==> config.mk <==
export PLATFORM = sky130hd
export DESIGN_NAME = mac_feeder_flat
export DESIGN_NICKNAME = d
export VERILOG_FILES = /design/src/rtl/mac_pkg.sv /design/src/rtl/mac_feeder_if.sv /design/src/rtl/mac_feeder.sv /design/src/flat_wrapper.sv
export SDC_FILE = /design/constraint.sdc
export NUM_CORES = 1
export LEC_CHECK = 0
export CORE_AREA = 2 2 63 65
export DETAILED_ROUTE_END_ITERATION = 10
export DIE_AREA = 0 0 65 67
export PLACE_DENSITY = 0.78
export SETUP_SLACK_MARGIN = 0.4
export SLEW_MARGIN = 20
export SYNTH_ARGS = -nofsm -noshare
export SYNTH_HDL_FRONTEND = slang
export SYNTH_SLANG_ARGS = --single-unit
==> constraint.sdc <==
create_clock -name clk -period 1.92 [get_ports clk]
set_clock_uncertainty 0.2 [all_clocks]
set_input_delay 0.192 -clock clk [delete_from_list [all_inputs] [get_ports clk]]
set_output_delay 0.192 -clock clk [all_outputs]
set_load 0.02 [all_outputs]
==> src/rtl/mac_pkg.sv <==
// Shared defaults and FSM state encoding for the mac_feeder dot-product sequencer.
package mac_pkg;

    localparam int unsigned DATA_W_DEF = 8;
    localparam int unsigned LEN_W_DEF  = 5;

    typedef enum logic [2:0] {
        IDLE  = 3'd0,
        CLEAR = 3'd1,
        FEED  = 3'd2,
        DRAIN = 3'd3,
        HOLD  = 3'd4
    } state_t;

endpackage

==> src/rtl/mac_feeder_if.sv <==
// Operand-stream and result handshake bundle for mac_feeder.
// master = producer/consumer environment, slave = the feeder itself.
interface mac_feeder_if #(
    parameter int unsigned DATA_W = mac_pkg::DATA_W_DEF
);

    logic                     in_valid;
    logic                     in_ready;
    logic signed [DATA_W-1:0] in_a;
    logic signed [DATA_W-1:0] in_b;
    logic                     res_valid;
    logic                     res_ready;
    logic signed [DATA_W-1:0] res_data;

    modport master (
        output in_valid, in_a, in_b, res_ready,
        input  in_ready, res_valid, res_data
    );

    modport slave (
        input  in_valid, in_a, in_b, res_ready,
        output in_ready, res_valid, res_data
    );

endinterface

==> src/rtl/mac_feeder.sv <==
// Sequences one dot-product job through an external mac and returns its result.
// Define MAC_FEEDER_RELU_EN to clamp a negative accumulator value to 0 on capture.
module mac_feeder
    import mac_pkg::*;
#(
    parameter int unsigned DATA_W = DATA_W_DEF,
    parameter int unsigned LEN_W  = LEN_W_DEF
) (
    input  logic                     clk,
    input  logic                     reset,
    input  logic                     start,
    input  logic [LEN_W-1:0]         len,
    mac_feeder_if.slave              bus,
    output logic                     mac_clear,
    output logic                     mac_enable,
    output logic signed [DATA_W-1:0] mac_a,
    output logic signed [DATA_W-1:0] mac_b,
    input  logic signed [DATA_W-1:0] mac_out,
    output logic                     busy
);

    state_t                   state;
    state_t                   state_nx;
    logic [LEN_W-1:0]         len_q;
    logic [LEN_W-1:0]         count;
    logic signed [DATA_W-1:0] res_q;
    logic signed [DATA_W-1:0] res_cap;
    logic                     in_ready_c;
    logic                     res_valid_c;
    logic                     xfer;

    assign xfer = bus.in_valid & in_ready_c;

    always_ff @(posedge clk or negedge reset) begin
        if (!reset) begin
            state <= IDLE;
            len_q <= '0;
            count <= '0;
            res_q <= '0;
        end else begin
            state <= state_nx;
            if (state == IDLE && start) begin
                len_q <= len;
                count <= '0;
            end else if (xfer) begin
                count <= count + LEN_W'(1);
            end
            if (state == DRAIN) begin
                res_q <= res_cap;
            end
        end
    end

    always_comb begin
        state_nx    = state;
        in_ready_c  = 1'b0;
        res_valid_c = 1'b0;
        mac_clear   = 1'b0;
`ifdef MAC_FEEDER_RELU_EN
        res_cap = mac_out[DATA_W-1] ? '0 : mac_out;
`else
        res_cap = mac_out;
`endif
        case (state)
            IDLE: begin
                if (start) state_nx = CLEAR;
            end
            CLEAR: begin
                mac_clear = 1'b1;
                state_nx  = (len_q == '0) ? DRAIN : FEED;
            end
            FEED: begin
                in_ready_c = (count < len_q);
                // the last transfer lands on the same edge that leaves FEED
                if (bus.in_valid && in_ready_c && count == len_q - LEN_W'(1)) begin
                    state_nx = DRAIN;
                end
            end
            DRAIN: begin
                state_nx = HOLD;
            end
            HOLD: begin
                res_valid_c = 1'b1;
                if (bus.res_ready) state_nx = IDLE;
            end
            default: begin
                state_nx = IDLE;
            end
        endcase
    end

    assign bus.in_ready  = in_ready_c;
    assign bus.res_valid = res_valid_c;
    assign bus.res_data  = res_q;
    assign mac_enable    = xfer;
    assign mac_a         = bus.in_a;
    assign mac_b         = bus.in_b;
    assign busy          = (state != IDLE);

endmodule
==> src/flat_wrapper.sv <==
// flat-port wrapper written by rule: the top's interface ports become plain ports
module mac_feeder_flat import mac_pkg::*;
#(
    parameter int unsigned DATA_W = DATA_W_DEF,
    parameter int unsigned LEN_W  = LEN_W_DEF
)
  (clk, reset, start, len, mac_clear, mac_enable, mac_a, mac_b, mac_out, busy, bus_in_valid, bus_in_a, bus_in_b, bus_res_ready, bus_in_ready, bus_res_valid, bus_res_data);
  mac_feeder_if #(.DATA_W(DATA_W)) bus_i ();
  input  logic clk;
  input  logic reset;
  input  logic start;
  input  logic [LEN_W-1:0] len;
  output logic mac_clear;
  output logic mac_enable;
  output logic signed [DATA_W-1:0] mac_a;
  output logic signed [DATA_W-1:0] mac_b;
  input  logic signed [DATA_W-1:0] mac_out;
  output logic busy;
  input wire logic [$bits(bus_i.in_valid)-1:0] bus_in_valid;
  input wire logic [$bits(bus_i.in_a)-1:0] bus_in_a;
  input wire logic [$bits(bus_i.in_b)-1:0] bus_in_b;
  input wire logic [$bits(bus_i.res_ready)-1:0] bus_res_ready;
  output wire logic [$bits(bus_i.in_ready)-1:0] bus_in_ready;
  output wire logic [$bits(bus_i.res_valid)-1:0] bus_res_valid;
  output wire logic [$bits(bus_i.res_data)-1:0] bus_res_data;
  assign bus_i.in_valid = bus_in_valid;
  assign bus_i.in_a = bus_in_a;
  assign bus_i.in_b = bus_in_b;
  assign bus_i.res_ready = bus_res_ready;
  assign bus_in_ready = bus_i.in_ready;
  assign bus_res_valid = bus_i.res_valid;
  assign bus_res_data = bus_i.res_data;
  mac_feeder #(.DATA_W(DATA_W), .LEN_W(LEN_W)) u_core (.clk(clk), .reset(reset), .start(start), .len(len), .bus(bus_i), .mac_clear(mac_clear), .mac_enable(mac_enable), .mac_a(mac_a), .mac_b(mac_b), .mac_out(mac_out), .busy(busy));
endmodule
==> summary.txt, run 1 <==
STA
  – Final Max Slew Viols: 0
  – Max transition margin: 0.813
  – Final Hold Viols: 0
  – Final setup margin: -0.336 ns
  – Fin crit share: 1.17
  – Hold slack: 0.0762 ns
  – Setup TNS Final: -1.44 ns
  – Final min period: 2.26 ns
  – Setup violations, final: 8
  – RSZ-0062 raised after global routing: yes
  – F_max: 0.443 GHz
  – Worst-margin pin slew: 0.278 ns

Pwr
  – PwrDens: 1600 nW/µm²
  – Leakage: 0.990 nW
  – Worst VDD drop: 0.737 mV
  – Overall Power: 3.33 mW

GRT
  – Largest net degree at the start of global routing: 22
  – Antenna violations before repair: 0
  – Number of global-route vias before repair: 1145
  – Gr ovfl total: 0
  – Global-route wire length before repair: 5470 µm
  – Total track usage: 0.165

Synth
  – Simple-Gate Fraction of Synth Area: 0.161
  – Ys async rst share: 1.00
  – Synth cell count leaders: dfrtp_1 (21), buf_4 (17), nand2_1 (15)
  – EDFF count, synth: 0
  – Cells after synthesis: 132
  – Compound-Gate Fraction of Synth Area: 0.0967
  – Seq/Total Area, Yosys: 0.398
  – Mux share of post-synthesis cell area: 0.0910
  – #FFs+latches synth: 21
  – Netlist cell types: 36
  – Most common cell in the netlist: dfrtp_1
  – Yosys synthesis warning count: 0
  – Post-Syn Area: 1320 µm²
  – Syn_area_per_cell: 10.0 µm²
  – Largest family of logic cells by synthesized area: simple AND/OR/NAND/NOR gates
  – Adder-cell share of the synthesized area: 0.0664
  – Syn nets: 173
  – Share of the synthesized area in the top cell type: 0.398
  – Top cells by area, synth: dfrtp_1 (40%), buf_4 (9.7%), mux2_2 (6.8%)
  – Main flop type after synthesis: dfrtp_1
  – Post-synth top area cell: dfrtp_1
  – Xor/xnor share of the synthesized area: 0.0464

Clock network
  – Clk root buf: clkbuf_8
  – CTS buffer count: 3
  – H-Tree Depth: 1
  – Deepest clock path buffer count: 2
  – CTS sink cnt: 21
  – CTS tree: built
  – Number of hold buffers added after CTS: 0
  – Worst skew pair latency: 0.26 ns
  – Clk slew on worst S/H paths: 0.08 ns

Die
  – Initial Util: 0.366
  – Chip width: 65 µm
  – Core Box Area: 3610 µm²
  – Die Span Y: 67 µm
  – DIE AREA: 4360 µm²
  – FP Rows: 22
  – Ports: 63

Setup path
  – CP startpoint kind: flip-flop
  – Worst EP required: 1.53 ns
  – Crit. End Element: output pin
  – Setup Crit Path Kind: reg2out
  – Crit path DAT: 1.86 ns
  – Maximum fanout along the worst path: 2
  – Buffer and inverter count on the worst path: 3
  – CP delay by family, top: simple AND/OR/NAND/NOR gates
  – Slowest CP cell: dfrtp_1
  – CP Cell Sequence: inv_2 -> ha_4 -> nor2b_4 -> o2111a_2 -> or3_4 -> inv_4 -> buf_6
  – Crit path largest cell delay: 0.39 ns

Finish
  – Fraction of layout cells with a size suffix above 1: 0.457
  – Fillers: 301
  – # diodes: 0
  – Cell area after layout: 2070 µm²
  – NumNets Final: 226
  – Fin util: 0.575
  – Area Overhead vs Synth: 57.2%

Route
  – DRT iter0 DRCs: 41
  – Routed Antenna Nets: 0
  – DR vias: 1120
  – DR vias/cell: 4.83
  – WL final: 3480 µm
  – Drt wl/cell: 15.0 µm
  – Pre-Repair DR Iteration Count: 4
  – DRC viols: 0

Placed design
  – Port buffer count: 30
  – Post-DP HPWL: 2500 µm
  – Placer Congestion: 0.892
  – Placed Area: 1740 µm²

Flow run
  – Max capacitance violation total: 0

Worst hold path
  – Worst hold path type: in2async

Run status
  – Status: finished, violations left
  – Failing checks: negative setup slack
-- layout by cell type (no fill, tap or decap), drive strengths merged, types with 3 or more instances in the layout --
cell and count:
clkdlybuf4s50 17, inv 11, ha 7, dlygate4sd2 8
mux2i 3, nor3b 3, dfrtp 21, buf 42
a21o 3, o31ai 3, nor2 5, nand2 15
clkbuf 3, mux2 8, o21ai 6, xnor2 5
-- report_power, final --
group / leakage (nW) / total [mW] / internal, mW / switching, mW
combinational: 0.703 / 2.27 / 1.22 / 1.04
clock: 0.0255 / 0.294 / 0.145 / 0.150
sequential: 0.261 / 0.767 / 0.635 / 0.132
-- cell type report --
cell class | instances | area [µm²] | area share
clock inverter | 1 | 5.00 | 0.00241
timing repair buffer | 67 | 608 | 0.293
clock buffer | 3 | 41.3 | 0.0199
sequential | 21 | 526 | 0.253
tap | 48 | 60.1 | 0.0290
multi-input combinational | 81 | 791 | 0.381
inverter | 11 | 43.8 | 0.0211
-- metrics by stage --
stage / setup WS (ns) / cells
detailed placement: -0.571 / 216
global route: -0.370 / 232
floorplan: -0.0446 / 132
global placement: -0.537 / 216
finish: -0.336 / 232
CTS: -0.302 / 228
-- logic make-up after synthesis --
group	count (synthesis)
muxes	11
and+or+nand+nor	37
adders and majority gates	7
xor gates and xnor gates	7
buffers and inverters	30
AOI/OAI and AO/OA	19
DFF	21
-- registers in the layout, summed over array words and instances (netlist names) --
name and cells:
u_core.bus.res_data 8, u_core.state 3, u_core.count 5, u_core.len_q 5
-- repair_timing --
item | in CTS | in global routing
endpoints found under the hold margin | 0 | 0
pin swaps | 13 | 9
resized for setup | 57 | 32
setup buffers | 8 | 3
cloned | 0 | 1
setup endpoints to repair | 32 | 24
-- routing by layer --
metal	routed length, µm	vias to the layer above	GRT usage
met5	0	-	0
li1	-	544	-
met1	1490	557	0.211
met2	1840	17	0.277
met4	10	0	0.0559
met3	131	2	0.0338
-- worst paths after layout --
kind | from | to | slack [ns] | cells after the start
setup / recovery | u_core.len_q[1] | mac_enable | -0.34 | 7
hold / removal | reset | u_core.len_q[1] | 0.08 | 2
setup reg to reg | u_core.len_q[3] | u_core.count[3] | -0.30 | 8
hold reg to reg | u_core.bus.res_data[5] | u_core.bus.res_data[5] | 0.31 | 1
max in group asynchronous | reset | u_core.state[2] | 1.22 | 2
min in group clk | bus_in_b[5] | mac_b[5] | 0.18 | 0
Note: power is estimated with default switching activity, not from simulation.
==> run 2, diff against run 1 <==
ABC_AREA = 1   (was unset)
GPL_ROUTABILITY_DRIVEN = 0   (was unset)
==> run 2 against run 1 <==
- the flow still finishes with violations (negative setup slack)
- maximum frequency is 15% higher
- final cell count grew 6.9%
- final area fell by 9.2%
- area after synthesis down 0.57%
- synthesized cell count up 21%
- sequential power down 2%
- global-route usage decreased by 2.4 points
- critical path depth grew 1
- non-clock buffer count fell by 14
- clock power is 2% higher
- flip-flop and latch count unchanged
- count of clock-buffer cells in the layout is the same
==> summary.txt, run 2 <==
Run status
  – Status: finished, violations left
  – Failing checks: negative setup slack

STA
  – Worst-margin pin slew: 0.291 ns
  – F_max: 0.509 GHz
  – Setup violations, final: 1
  – Final setup margin: -0.0448 ns
  – Final Hold Viols: 0
  – Fin crit share: 1.02
  – Final Max Slew Viols: 0
  – Max transition margin: 0.806
  – RSZ-0062 raised after global routing: yes
  – Final min period: 1.96 ns
  – Setup TNS Final: -0.0448 ns

Pwr
  – PwrDens: 1510 nW/µm²
  – Sw Pwr: 1.22 mW
  – Reg power frac: 0.263
  – Combinational power share: 0.632
  – Worst VDD drop: 0.803 mV
  – Leakage: 0.909 nW
  – Overall Power: 2.85 mW
  – Cell internal pwr: 1.62 mW
  – Clk network pwr share: 0.105
  – Switching Share: 0.430

Die
  – Initial Util: 0.364
  – Chip width: 65 µm
  – Die Span Y: 67 µm
  – Core Box Area: 3610 µm²
  – Ports: 63
  – DIE AREA: 4360 µm²
  – FP Rows: 22

Synth
  – Cells after synthesis: 160
  – Main flop type after synthesis: dfrtp_1
  – Most common cell in the netlist: nand2_1
  – Syn nets: 201
  – Yosys synthesis warning count: 0
  – Share of the synthesized area in the top cell type: 0.400
  – Synth cell count leaders: nand2_1 (35), dfrtp_1 (21), inv_1 (20)
  – Syn_area_per_cell: 8.20 µm²
  – Netlist cell types: 20
  – Seq/Total Area, Yosys: 0.400
  – EDFF count, synth: 0
  – Post-Syn Area: 1310 µm²
  – #FFs+latches synth: 21
  – Post-synth top area cell: dfrtp_1
  – Top cells by area, synth: dfrtp_1 (40%), nand2_1 (10%), buf_4 (9.2%)
  – Ys async rst share: 1.00

Flow run
  – Max capacitance violation total: 0

Clock network
  – Deepest clock path buffer count: 2
  – CTS tree: built
  – Worst skew pair latency: 0.26 ns
  – Number of hold buffers added after CTS: 0
  – CTS sink cnt: 21
  – CTS buffer count: 3
  – Clk slew on worst S/H paths: 0.09 ns
  – H-Tree Depth: 1
  – Clk root buf: clkbuf_8

Route
  – DRT iter0 DRCs: 24
  – WL final: 3090 µm
  – DRC viols: 0
  – Pre-Repair DR Iteration Count: 4
  – DR vias/cell: 4.68
  – Routed Antenna Nets: 0
  – Drt wl/cell: 12.5 µm
  – DR vias: 1160

Setup path
  – Slowest CP cell: dfrtp_1
  – CP startpoint kind: flip-flop
  – Crit path DAT: 1.57 ns
  – Setup slack, reg-to-reg: 0.03 ns
  – Maximum fanout along the worst path: 3
  – Worst EP required: 1.53 ns
  – Setup Crit Path Kind: reg2out
  – CP Cell Sequence: inv_2 -> ha_4 -> nand2_4 -> nor2_2 -> nor2_2 -> nand2_2 -> nor3_4 -> buf_6
  – Crit. End Element: output pin
  – RR Endpoint: u_core.count[4]
  – Cells on worst reg2reg path: 11
  – RR Startpoint: u_core.len_q[3]
  – Crit path largest cell delay: 0.40 ns
  – Critical path's most frequent cell: nor2_2

GRT
  – Number of global-route vias before repair: 1021
  – Antenna violations before repair: 0
  – Gr ovfl total: 0
  – Global-route wire length before repair: 4690 µm
  – Total track usage: 0.140
  – Largest net degree at the start of global routing: 22

Finish
  – Fraction of layout cells with a size suffix above 1: 0.340
  – NumNets Final: 242
  – Fillers: 314
  – # diodes: 0
  – Non-filler cells, final: 248
  – Area Overhead vs Synth: 43.5%
  – Most frequent cells in the layout: nand2_1 (32), dfrtp_1 (20), buf_4 (19)
  – Most common cell after layout, fill and taps aside: nand2_1
  – Largest register FFs: 8
  – Fin util: 0.522

Placed design
  – Post-DP HPWL: 2230 µm
  – Pre-CTS setup slack: -0.231 ns
  – Post-Place Cells: 240
  – Port buffer count: 30

Worst hold path
  – Worst hold path type: in2async
run 2: layout make-up:
| class | instances | area, µm² | area share |
|---|---|---|---|
| multi-input combinational | 99 | 679 | 0.361 |
| sequential | 21 | 527 | 0.280 |
| timing repair buffer | 53 | 484 | 0.257 |
| inverter | 23 | 86.3 | 0.0458 |
| tap | 48 | 60.1 | 0.0319 |
| clock buffer | 3 | 41.3 | 0.0219 |
| clock inverter | 1 | 5.00 | 0.00266 |
run 2: power by group through the flow:
stage / logic (mW) / clock network (mW) / registers, mW
global placement: 1.53 / 0 / 0.726
detailed placement: 1.55 / 0 / 0.738
global route: 1.98 / 0.326 / 0.769
floorplan: 0.821 / 0 / 0.851
finish: 1.80 / 0.299 / 0.749
CTS: 1.56 / 0.310 / 0.733
run 2: timing repair:
item / in CTS / in global routing
cloned: 0 / 0
pin swaps: 4 / 9
buffers inserted: 0 / 4
endpoints found under the setup margin: 20 / 18
gates resized for setup: 44 / 23
run 2: worst max path at each step:
stage	startpoint	end	slack, ns	cells after the start
floorplan	u_core.count[3]	u_core.count[2]	0.06	9
global placement	u_core.len_q[3]	mac_enable	-0.21	8
detailed placement	u_core.len_q[4]	mac_enable	-0.23	8
CTS	u_core.len_q[4]	mac_enable	-0.05	8
global route	u_core.len_q[4]	mac_enable	-0.18	8
finish	u_core.len_q[3]	mac_enable	-0.04	8
run 2: through the flow:
step	instance area [µm²]	hold slack [ns]
after floorplan	1320	-0.304
after global placement	1700	0.184
after detailed placement	1700	0.184
after CTS	1760	0.0801
after global routing	1880	0.115
final	1880	0.0697
run 2: worst max-delay path, delay by kind of cell (launching register included):
kind / cells / cell delay [ns]
fa+ha+maj: 1 / 0.21
flops: 1 / 0.40
buf+inv: 2 / 0.23
simple gates: 5 / 0.48
run 2: cell families after synthesis:
group	synth area share
AND/OR/NAND/NOR	0.232
buffers and inverters	0.161
flip-flops	0.400
AO/OA/AOI/OAI	0.0582
multiplexers	0.0686
adder cells (fa/ha/maj)	0.0667
XOR/XNOR	0.0133
run 2: layer usage:
metal	global-route usage	routed length (µm)	vias to the layer above
met2	0.246	1670	24
met1	0.174	1300	565
met3	0.0236	105	2
met5	0	0	-
li1	-	-	569
met4	0.0479	15	0
